## config.mk

```make
export PLATFORM = sky130hd
export DESIGN_NAME = instr_trace_fifo
export DESIGN_NICKNAME = d
export VERILOG_FILES = /design/src/rtl/instr_trace_fifo.sv
export SDC_FILE = /design/constraint.sdc
export NUM_CORES = 1
export LEC_CHECK = 0
export BUFFER_PORTS_ARGS = -buffer_cell sky130_fd_sc_hd__buf_2
export CAP_MARGIN = 5
export CORE_ASPECT_RATIO = 0.7
export CORE_MARGIN = 2
export CORE_UTILIZATION = 25
export CTS_CLUSTER_DIAMETER = 80
export DETAILED_ROUTE_END_ITERATION = 10
export RECOVER_POWER = 100
export SYNTH_ARGS = -nofsm -noshare
export SYNTH_HDL_FRONTEND = slang
export SYNTH_SLANG_ARGS = --single-unit
```

## constraint.sdc

```tcl
create_clock -name clk -period 6.6 [get_ports clk]
set_input_delay 0.33 -clock clk [delete_from_list [all_inputs] [get_ports clk]]
set_output_delay 0.33 -clock clk [all_outputs]
set_load 0.05 [all_outputs]
```

## src/rtl/instr_trace_fifo.sv

```systemverilog
// rtl/instr_trace_fifo.sv - show-ahead FIFO of committed {pc, instr} pairs with drop accounting
module instr_trace_fifo #(
  parameter int DEPTH = 8,
  parameter int PTR_W = 3
) (
  input  logic             clk,
  input  logic             Clear,
  input  logic             step,
  input  logic [15:0]      pc,
  input  logic [15:0]      instr,
  input  logic             freeze,
  input  logic             ovf_ack,
  output logic             out_valid,
  input  logic             out_ready,
  output logic [15:0]      out_pc,
  output logic [15:0]      out_instr,
  output logic [PTR_W:0]   count,
  output logic             ovf,
  output logic [7:0]       drop_cnt
);

  localparam logic [PTR_W:0]   FULL_CNT = (PTR_W + 1)'(DEPTH);
  localparam logic [PTR_W-1:0] PTR_ONE  = PTR_W'(1);
  localparam logic [PTR_W:0]   CNT_ONE  = (PTR_W + 1)'(1);

  logic [31:0]      mem_q [DEPTH];
  logic [PTR_W-1:0] wr_ptr_q, wr_ptr_d;
  logic [PTR_W-1:0] rd_ptr_q, rd_ptr_d;
  logic [PTR_W:0]   count_q, count_d;
  logic             ovf_q, ovf_d;
  logic [7:0]       drop_cnt_q, drop_cnt_d;

  logic capture;
  logic full;
  logic push;
  logic pop;
  logic drop;

  assign full    = (count_q == FULL_CNT);
  assign pop     = (count_q != '0) && out_ready;
  // A full FIFO still takes a new entry when the head leaves on the same edge.
  assign capture = step && !freeze;
  assign push    = capture && (!full || pop);
  assign drop    = capture && full && !pop;

  always_comb begin
    wr_ptr_d   = wr_ptr_q;
    rd_ptr_d   = rd_ptr_q;
    count_d    = count_q;
    ovf_d      = ovf_q;
    drop_cnt_d = drop_cnt_q;

    if (push) wr_ptr_d = wr_ptr_q + PTR_ONE;
    if (pop)  rd_ptr_d = rd_ptr_q + PTR_ONE;

    if (push && !pop)      count_d = count_q + CNT_ONE;
    else if (pop && !push) count_d = count_q - CNT_ONE;

    // Set beats acknowledge when both land on the same edge.
    if (drop)         ovf_d = 1'b1;
    else if (ovf_ack) ovf_d = 1'b0;

    if (drop && drop_cnt_q != 8'hFF) drop_cnt_d = drop_cnt_q + 8'd1;
  end

  always_ff @(posedge clk) begin
    if (Clear) begin
      wr_ptr_q   <= '0;
      rd_ptr_q   <= '0;
      count_q    <= '0;
      ovf_q      <= 1'b0;
      drop_cnt_q <= 8'd0;
    end else begin
      wr_ptr_q   <= wr_ptr_d;
      rd_ptr_q   <= rd_ptr_d;
      count_q    <= count_d;
      ovf_q      <= ovf_d;
      drop_cnt_q <= drop_cnt_d;
    end
  end

  always_ff @(posedge clk) begin
    if (push && !Clear) mem_q[wr_ptr_q] <= {pc, instr};
  end

  assign out_valid = (count_q != '0);
  assign out_pc    = mem_q[rd_ptr_q][31:16];
  assign out_instr = mem_q[rd_ptr_q][15:0];
  assign count     = count_q;
  assign ovf       = ovf_q;
  assign drop_cnt  = drop_cnt_q;

endmodule
```

Yosys cells after proc, flatten, opt, wreduce, memory -nomap -nowiden. Memory sizes are Yosys's and may differ from the RTL's. A register that Yosys moved wholly into a read port is not among the register bits. Index checks and enable logic that the tools add are counted.

Memories: 1. Word-level logic and storage cells: 39. Register bits after elaboration: 19. RAM bits: 256. Output and inout port bits: 46. Bits of input ports: 38.

Reductions and logical operators: 18. Muxes and demuxes: 8. Equal/unequal tests: 2. Add/sub/neg operators: 5.

Memory list: mem_q (words 8, width 32, rd ports 1, clocked after memory_dff 1, write ports 1, line 26) `logic [31:0] mem_q [DEPTH];`.

Operators by type and width (number): $logic_and 1x1->1 (9); $add 8x1->8 const B (1); $mux 4 (2); $ne 8x8->1 const B (1); $add 3x1->3 const B (2); $mux 3 (2); $logic_not 1->1 (5); $add 4x1->4 const B (1); $eq 4x4->1 const B (1); $mux 1 (4); $reduce_bool 2->1 (2); $reduce_bool 4->1 (1); $sub 4x1->4 const B (1); $logic_or 1x1->1 (1).

Logic depth before layout (Yosys ltp). Gate-level depths: netlist (run 1).

Depth after elaboration: 8. Mapped depth: 11. Mapped depth without buffers: 11.

Least setup slack after synthesis (run 1). OpenSTA, ideal clock, no wires.

Path type: register to register. Start point: reg count_q[0] (netlist: count[0]). End point: mem mem_q[0][0], enable pin. Slack: 1622 ps. Buffers on the path: 0. Clock period less this slack: 4978 ps. Data arrival time: 4465 ps. Required time: 6087 ps. Library setup time: 513 ps. Stages on the path, launching flop included: 5. Cells stage by stage: dfxtp_1 nor3_4 nand2_1 nand2_1 nor4b_1.

Cells in the longest elaborated chain, start to end: 7. Elaborated cells on any way between the ends: 9. Those cells by class: eq/ne: 1; mux: 2; reduce/logical: 6.

Ends and longest elaborated chain: from (decl) (line 29) `logic [PTR_W:0] count_q, count_d;`; from (signal assigned) (line 76) `count_q <= count_d;`; $eq 4x4->1 / $reduce_bool 4->1 (equally long branches) (line 39, 40); $logic_not 1->1 / $logic_and 1x1->1 (equally long branches) (line 43, 40); $logic_or 1x1->1 * (line 43) `assign push = capture && (!full || pop);`; $logic_and 1x1->1 * (line 43); $logic_and 1x1->1 * (line 83) `if (push && !Clear) mem_q[wr_ptr_q] <= {pc, instr};`; $mux 1 * (line 83); $mux 1 (not written as such) * (line 83); to (decl) (line 26).

Mark *: on every way between the ends. The rest lies on a longest branch, timed or not.

==> results of run 1 <==
## report_power, final
part           total, mW  switching (mW)  internal [mW]
clock network       1.49           0.649          0.843
logic              0.896           0.528          0.368
registers           2.04          0.0852           1.96
total               4.43            1.26           3.17
## registers in the layout, summed over array words and instances, names as in the netlist, named ones only
register  flops
mem_q       256
drop_cnt      8
count         4
rd_ptr_q      3
wr_ptr_q      3
ovf           1
## how the worst max path moves through the flow
stage | slack (ns) | to | cells after the start
2_1_floorplan | 1.62 | mem_q[0][0] | 4
3_3_place_gp | 3.61 | out_pc[2] | 4
3_5_place_dp | 3.55 | mem_q[4][29] | 8
4_1_cts | 3.00 | out_pc[12] | 4
5_1_grt | 1.44 | out_pc[11] | 3
6_report | 1.82 | out_pc[9] | 3
## kinds of logic (layout without fill, tap and decap cells)
logic type,Yosys count,in the layout,share of synthesized area [%]
fa+ha+maj,7,7,0.886
mux,101,101,17.3
flops,278,278,75.7
simple gates,59,59,3.19
buf+inv,26,144,1.17
xor+xnor,5,5,0.408
compound gates,22,22,1.35
## cell type report
class                      instances  area share, %
timing repair buffer              93           3.15
inverter                           4          0.120
clock inverter                    12          0.819
tap                              552           5.52
multi-input combinational        194           19.5
sequential                       278           65.0
clock buffer                      35           5.98
## routing by layer
layer,vias to the layer above,part of all wire [%],GRT usage (%)
met5,-,0.035,0
met4,2,1.8,2.03
met3,29,4.9,2.89
met2,101,47,16.4
met1,2678,46,14.1
li1,2272,-,-
## cells in the mapped netlist (2+ instances only)
cell | instances | area, um2
inv_1 | 3 | 11.3
nor2b_1 | 2 | 12.5
edfxtp_1 | 256 | 7690
a31oi_1 | 2 | 12.5
xnor2_1 | 2 | 17.5
mux4_2 | 64 | 1440
mux2i_1 | 3 | 30.0
dfxtp_1 | 22 | 440
a211oi_1 | 2 | 15.0
mux2_2 | 34 | 383
nand3_1 | 8 | 40.0
o311ai_0 | 2 | 17.5
buf_4 | 7 | 52.6
nor3_4 | 2 | 32.5
buf_1 | 7 | 26.3
nand2_1 | 7 | 26.3
nor3_1 | 3 | 15.0
a21oi_1 | 8 | 40.0
o21ai_0 | 2 | 10.0
nor2_1 | 21 | 78.8
clkbuf_1 | 7 | 26.3
xor2_1 | 3 | 26.3
ha_1 | 6 | 75.1
and2b_1 | 2 | 15.0
o41ai_1 | 2 | 17.5
## worst max-delay path, delay by kind of cell, from the launching register on
| family | cells | cell delay, ns |
|---|---|---|
| mux | 2 | 0.77 |
| flops | 1 | 2.61 |
| buf+inv | 1 | 0.48 |
==> results.toml, run 1 <==
[grt]
grt_antenna_before_repair = 1
grt_overflow = 0
grt_max_degree = 65
grt_pass1_wl_um = 34000
grt_pass1_vias = 5368
grt_usage_pct = 10.3

[outcome]
outcome = "complete, but fails checks"
violations = "max-capacitance violations, max-slew violations"

[detailed_routing]
drtAntennaViolNets = 0
vias = 5082
drc = 0
wirelength_um = 22600
vias_per_cell = 4.35
drt_iter0_drc = 415
drt_first_pass_iters = 6
post_drt_wl_per_cell_um = 19.4

[sta]
period_needed_ns = 4.78
drv_slew = 299
setup_slack_ns = 1.82
period_share_pct = 72.5
hold_viol = 0
rsz0062_at_grt = "no"
whs_ns = 0.0658
fin_skew_ns = 0.00961
maxSlewHeadroom_pct = -126
fmax_mhz = 209
setup_viol = 0
tns_ns = 0
worst_pin_slew_ns = 3.38

[floorplan]
initial_core_util_pct = 25.4
die_w_um = 252
core-area_um2 = 42300
ios = 84
die_area_um2 = 44600
rows = 63
fp.dieH_um = 177

[setup_path]
slowest_delay_ns = 2.61
critPathKind = "reg2out"
r2r_cells = 7
path_cells = "mux4_2 > mux2_2 > clkbuf_1"
critPathLaunchType = "flop"
r2r_end = "mem_q[4][26]"
crit_fanout = 64
slowest_stage = "dfxtp_1"
regToRegSetupSlack_ns = 2.27
r2r_start = "count[0]"
crit_path_end_kind = "primary output"
cp.arrival_ns = 4.45
cp.required_ns = 6.27

[final_layout]
final_area_um2 = 12500
drive_above_1_share_pct = 28.7
multi_input_area_um2 = 2440
num_antenna_cells = 0
post-route-util_pct = 29.6
nNetsFinal = 644
final_cells = 1168
layout_commonest_cell = "edfxtp_1"
seqCellArea_um2 = 8130
syn_to_final_growth_pct = 16.6
fillCellCount = 4140
layout_common_cells = "256 x edfxtp_1, 65 x clkbuf_1, 64 x mux4_2"

[clock_network]
clock_latency_ns = 0.54
ctsRootBufferMaster = "clkbuf_16"
clock_sinks = 278
cts_tree = "yes"
htreeDepth = 1
clk_path_buf_depth = 3
clk_pin_slew_ns = 0.06
post_cts_resized = 0
cts_buffers = 28
ctsHoldBuffers = 0
post_cts_buffers = 0

[min_path]
hp-start = "ovf_ack"
whs_path_depth = 3
hold_class = "in2reg"
worstHoldEndpoint = "ovf"

[placed_design]
dp_slack_ns = 3.55
dp_hpwl_um = 12700
dpl_cell_area_um2 = 11900
place_inst = 1121
port_buffers = 83
gp_congestion = 0.673

[logic_synthesis]
ys_warn_count = 0
synthCells = 498
syn_area_um2 = 10700
async_reset_ff_share_pct = 0
synth_fp_nets = 543
ys.flop_type = "edfxtp_1"
synth_edf_count = 256
synth_seq_area_share_pct = 75.7
synthDistinctLibCells = 46
syn-mean-instance-area_um2 = 21.6
yosys_register_bits = 278

[power_and_ir_drop]
leakage_nw = 3.80
total_power_mw = 4.43
p_per_area_nw_per_um2 = 354
ir_drop_mv = 0.166

[run]
drv_cap = 11
Note: power is estimated with default switching activity, not from simulation.
==> run 2, diff against run 1 <==
Settings changed: ABC_AREA set to 1.
Clock period 6.6 ns to 3.9 ns, I/O delays scaled along.
==> results.toml, run 2 <==
[sta]
hold_viol = 0
setup_slack_ns = 0.508
period_needed_ns = 3.39
drv_slew = 66
maxSlewHeadroom_pct = -39.6
setup_viol = 0
worst_pin_slew_ns = 2.09
tns_ns = 0
fmax_mhz = 295
fin_skew_ns = 0.0227
period_share_pct = 87.0
rsz0062_at_grt = "no"

[floorplan]
core-area_um2 = 44700
initial_core_util_pct = 25.2
die_w_um = 258
die_area_um2 = 46800
rows = 65
fp.dieH_um = 182
ios = 84

[power_and_ir_drop]
seqPwrFrac_pct = 40.7
p_sw_mw = 3.14
swShare_pct = 36.4
p_comb_share_pct = 28.2
leakage_nw = 4.57
intPower_mw = 5.48
ir_drop_mv = 0.376
p_clk_share_pct = 31.1
p_per_area_nw_per_um2 = 642

[run]
drv_cap = 2

[logic_synthesis]
synthDistinctLibCells = 30
ys.flop_type = "edfxtp_1"
async_reset_ff_share_pct = 0
synth_edf_count = 256
synthCells = 969
syn_area_um2 = 11300
syn-mean-instance-area_um2 = 11.6
synth_area_leaders = "edfxtp_1 68%, nor2_1 7.5%, o21ai_0 6.6%, nand2_1 4.6%, dfxtp_1 3.9%"
synth_common_cells = "256 x edfxtp_1, 225 x nor2_1, 149 x o21ai_0"
ys_warn_count = 0
synth_seq_area_share_pct = 72.2
synth_top_area_share_pct = 68.3
yosys_register_bits = 278
synth.most_common_cell = "edfxtp_1"
synth_fp_nets = 1014
yosys.area.top_type = "edfxtp_1"

[placed_design]
gp_congestion = 0.748
port_buffers = 83
dp_slack_ns = 1.17
dpl_cell_area_um2 = 12300
dp_hpwl_um = 15400

[grt]
grt_antenna_before_repair = 1
grt_pass1_vias = 7216
grt_overflow = 0
grt_pass1_wl_um = 41500
grt_usage_pct = 11.1
grt_max_degree = 62

[detailed_routing]
drt_iter0_drc = 590
drtAntennaViolNets = 0
vias_per_cell = 4.29
vias = 7323
drt_first_pass_iters = 7
post_drt_wl_per_cell_um = 15.4
wirelength_um = 26400
drc = 0

[setup_path]
crit_path_end_kind = "flop"
cp.required_ns = 4.05
critPathLaunchType = "flop"
critPathKind = "reg2reg"
crit_fanout = 25
cp.arrival_ns = 3.54

[clock_network]
htreeDepth = 1
cts_tree = "yes"
ctsHoldBuffers = 35
post_cts_resized = 0
post_cts_buffers = 0
ctsRootBufferMaster = "clkbuf_16"
cts_buffers = 29
clk_path_buf_depth = 3
clk_pin_slew_ns = 0.06
clock_latency_ns = 0.54
clock_sinks = 278

[final_layout]
largest-register = "mem_q"
largest_reg_flops = 256
syn_to_final_growth_pct = 19.2
drive_above_1_share_pct = 7.07
post-route-util_pct = 30.0
layout_common_cells = "256 x edfxtp_1, 221 x nor2_1, 150 x o21ai_0"
final_area_um2 = 13400
nNetsFinal = 1126
layout_commonest_cell = "edfxtp_1"

[min_path]
hold_class = "in2reg"

[outcome]
violations = "max-capacitance violations, max-slew violations"
outcome = "complete, but fails checks"
## run 2: changes by cell type in the layout (fill, tap and decap cells not counted), moves of 17 or more
| cell | before | now |
|---|---|---|
| inv_1 | 3 | 28 |
| buf_2 | 33 | 10 |
| nand2_1 | 7 | 139 |
| o21ai_1 | 0 | 50 |
| mux4_2 | 64 | 0 |
| clkbuf_1 | 65 | 82 |
| o21ai_0 | 2 | 150 |
| mux2_2 | 34 | 0 |
| nor2_1 | 21 | 221 |
| dlygate4sd3_1 | 0 | 35 |
## run 2: logic make-up (layout without fill, tap and decap cells)
family | count (synthesis) | in the layout | synth area share [%]
AOI/OAI and AO/OA | 209 | 209 | 9.29
buffers and inverters | 82 | 216 | 3.69
adders and majority gates | 7 | 7 | 0.845
xor gates and xnor gates | 7 | 7 | 0.545
and+or+nand+nor | 386 | 386 | 13.4
other | 0 | 1 | 0
DFF | 278 | 278 | 72.2
## run 2: per-stage QoR
step,hold slack [ns],total power [mW],instances
5_1_grt,0.113,9.10,1707
6_report,0.0814,8.61,1707
3_3_place_gp,0.451,6.06,1618
2_1_floorplan,0.294,5.45,969
3_5_place_dp,0.467,6.08,1618
4_1_cts,0.0741,8.80,1706
## run 2: routing by layer
metal / vias up / global-route usage, % / wire [um]
met1: 3574 / 15.3 / 12400
met2: 128 / 18.6 / 12400
met3: 35 / 1.77 / 1040
li1: 3586 / - / -
met5: - / 0 / 0
met4: 0 / 2.43 / 532
## run 2: critical path: stages, from the launching register on
cell      delay [ns]
dfxtp_1         0.44
nor2_1          0.13
nand3_1         0.10
nand2_1         0.13
inv_1           0.19
nand2_1         0.09
nor3_1          1.03
clkbuf_2        0.86
## run 2: path summary, 6_finish.rpt
path / startpoint / to / slack [ns] / depth (start not counted)
max: count[0] / mem_q[6][15] / 0.51 / 7
min: freeze / wr_ptr_q[1] / 0.08 / 4
max reg2reg: count[0] / mem_q[6][15] / 0.51 / 7
min reg2reg: rd_ptr_q[2] / rd_ptr_q[2] / 0.48 / 2
## run 2: power groups by stage
stage | logic (mW) | clock network [mW] | registers (mW)
global placement | 2.49 | 0 | 3.57
CTS | 2.55 | 2.74 | 3.52
finish | 2.43 | 2.67 | 3.51
detailed placement | 2.50 | 0 | 3.58
global route | 2.70 | 2.87 | 3.53
floorplan | 1.92 | 0 | 3.54
## run 2: area by class of cell
cell class              count  area [um2]
repair buffers            133         778
fillers                  4591       31300
clock buffers              35         748
multi-input cells         609        2720
clock inverters            18         169
inverters                  30         114
well taps                 603         754
diodes                      1        2.50
flip-flops and latches    278        8140
==> run 3, diff against run 2 <==
Settings changed: CORE_MARGIN 2 to not set, TNS_END_PERCENT set to 5.
==> results.toml, run 3 (synthesis gave the netlist of run 2 again) <==
[final_layout]
drive_above_1_share_pct = 8.34
largest-register = "mem_q"
nNetsFinal = 1125
final_area_um2 = 13500
largest_reg_flops = 256
num_antenna_cells = 0
layout_commonest_cell = "edfxtp_1"
layout_common_cells = "256 x edfxtp_1, 220 x nor2_1, 149 x o21ai_0"
syn_to_final_growth_pct = 19.8

[clock_network]
htreeDepth = 1
clk_path_buf_depth = 3
cts_tree = "yes"
clk_pin_slew_ns = 0.06
ctsRootBufferMaster = "clkbuf_16"
clock_latency_ns = 0.56
cts_buffers = 29
post_cts_buffers = 0
ctsHoldBuffers = 35
post_cts_resized = 0
clock_sinks = 278

[power_and_ir_drop]
p_clk_share_pct = 31.6
p_per_area_nw_per_um2 = 646
swShare_pct = 36.0
p_comb_share_pct = 27.9
seqPwrFrac_pct = 40.5
p_sw_mw = 3.13
leakage_nw = 4.63
intPower_mw = 5.57
ir_drop_mv = 0.450

[floorplan]
core-area_um2 = 44000
rows = 64
die_area_um2 = 45900
ios = 84
fp.dieH_um = 180
initial_core_util_pct = 25.6
die_w_um = 256

[setup_path]
crit_fanout = 69
critPathLaunchType = "flop"
cp.required_ns = 3.70
cp.arrival_ns = 2.97
slowest_delay_ns = 1.18
cpMostUsedCell = "nand2_1"
regToRegSetupSlack_ns = 1.28
r2r_start = "count[0]"
crit_path_end_kind = "primary output"
critPathKind = "reg2out"
path_buf_inv = 1
crit_family = "flip-flops"
slowest_stage = "dfxtp_2"
path_cells = "o21ai_0 > o21ai_1 > nand2_1 > nand2_1 > clkbuf_1"

[detailed_routing]
drt_iter0_drc = 546
wirelength_um = 26800
vias_per_cell = 4.34
drtAntennaViolNets = 0
vias = 7365
drt_first_pass_iters = 7
drc = 0
post_drt_wl_per_cell_um = 15.8

[sta]
hold_viol = 0
drv_slew = 0
tns_ns = 0
fin_skew_ns = 0.0270
setup_slack_ns = 0.734
period_share_pct = 81.2
setup_viol = 0
period_needed_ns = 3.17
rsz0062_at_grt = "no"
maxSlewHeadroom_pct = 12.7
fmax_mhz = 316
worst_pin_slew_ns = 1.31

[grt]
use_met2_pct = 18.8
grt_pass1_wl_um = 42300
grt_overflow = 0
grt_pass1_vias = 7319
grt_usage_pct = 11.6
grt_antenna_before_repair = 0
grt_use_met3_pct = 1.85
met1_usage_pct = 16.0
grt_busiest_layer = "met2"
grt_max_degree = 85

[min_path]
hp-start = "freeze"
hold_class = "in2reg"

[outcome]
outcome = "finished clean"

[placed_design]
gp_congestion = 0.749
dpl_cell_area_um2 = 12300
port_buffers = 83
dp_hpwl_um = 14200
dp_slack_ns = 1.54

[run]
drv_cap = 0
## run 3: worst paths after layout
kind / end / depth (start not counted)
setup / recovery: out_instr[4] / 5
hold / removal: wr_ptr_q[1] / 4
setup reg to reg: mem_q[7][19] / 7
hold reg to reg: flop / 2
## run 3: worst min-delay path, stage by stage
cell	delay [ns]
buf_2	0.08
nor2_1	0.05
nand2_1	0.13
a21oi_1	0.08
## run 3: power by group through the flow
stage | registers, mW | logic [mW] | clock network [mW]
6_report | 3.53 | 2.43 | 2.75
5_1_grt | 3.55 | 2.69 | 2.94
3_5_place_dp | 3.60 | 2.46 | 0
4_1_cts | 3.53 | 2.50 | 2.81
3_3_place_gp | 3.59 | 2.44 | 0
2_1_floorplan | 3.54 | 1.92 | 0
## run 3: routing by layer
layer | share of wire (%) | wire length [um]
met1 | 48 | 12900
met2 | 46 | 12300
met3 | 4.0 | 1070
met4 | 1.9 | 521
met5 | 0 | 0
## run 3: per-stage QoR
stage,util [%],hold slack [ns],total power [mW],cells
detailed placement,27.9,0.456,6.06,1608
global route,30.6,0.0556,9.18,1697
floorplan,-,0.294,5.45,969
global placement,27.9,0.449,6.03,1608
finish,30.6,0.0264,8.71,1697
CTS,30.9,0.00476,8.85,1697
## run 3: cell type report
| type | count | area [um2] |
|---|---|---|
| sequential | 278 | 8130 |
| clock buffer | 41 | 811 |
| timing repair buffer | 132 | 800 |
| tap | 594 | 743 |
| multi-input combinational | 609 | 2740 |
| inverter | 30 | 114 |
| clock inverter | 13 | 138 |
| fill | 4508 | 30600 |
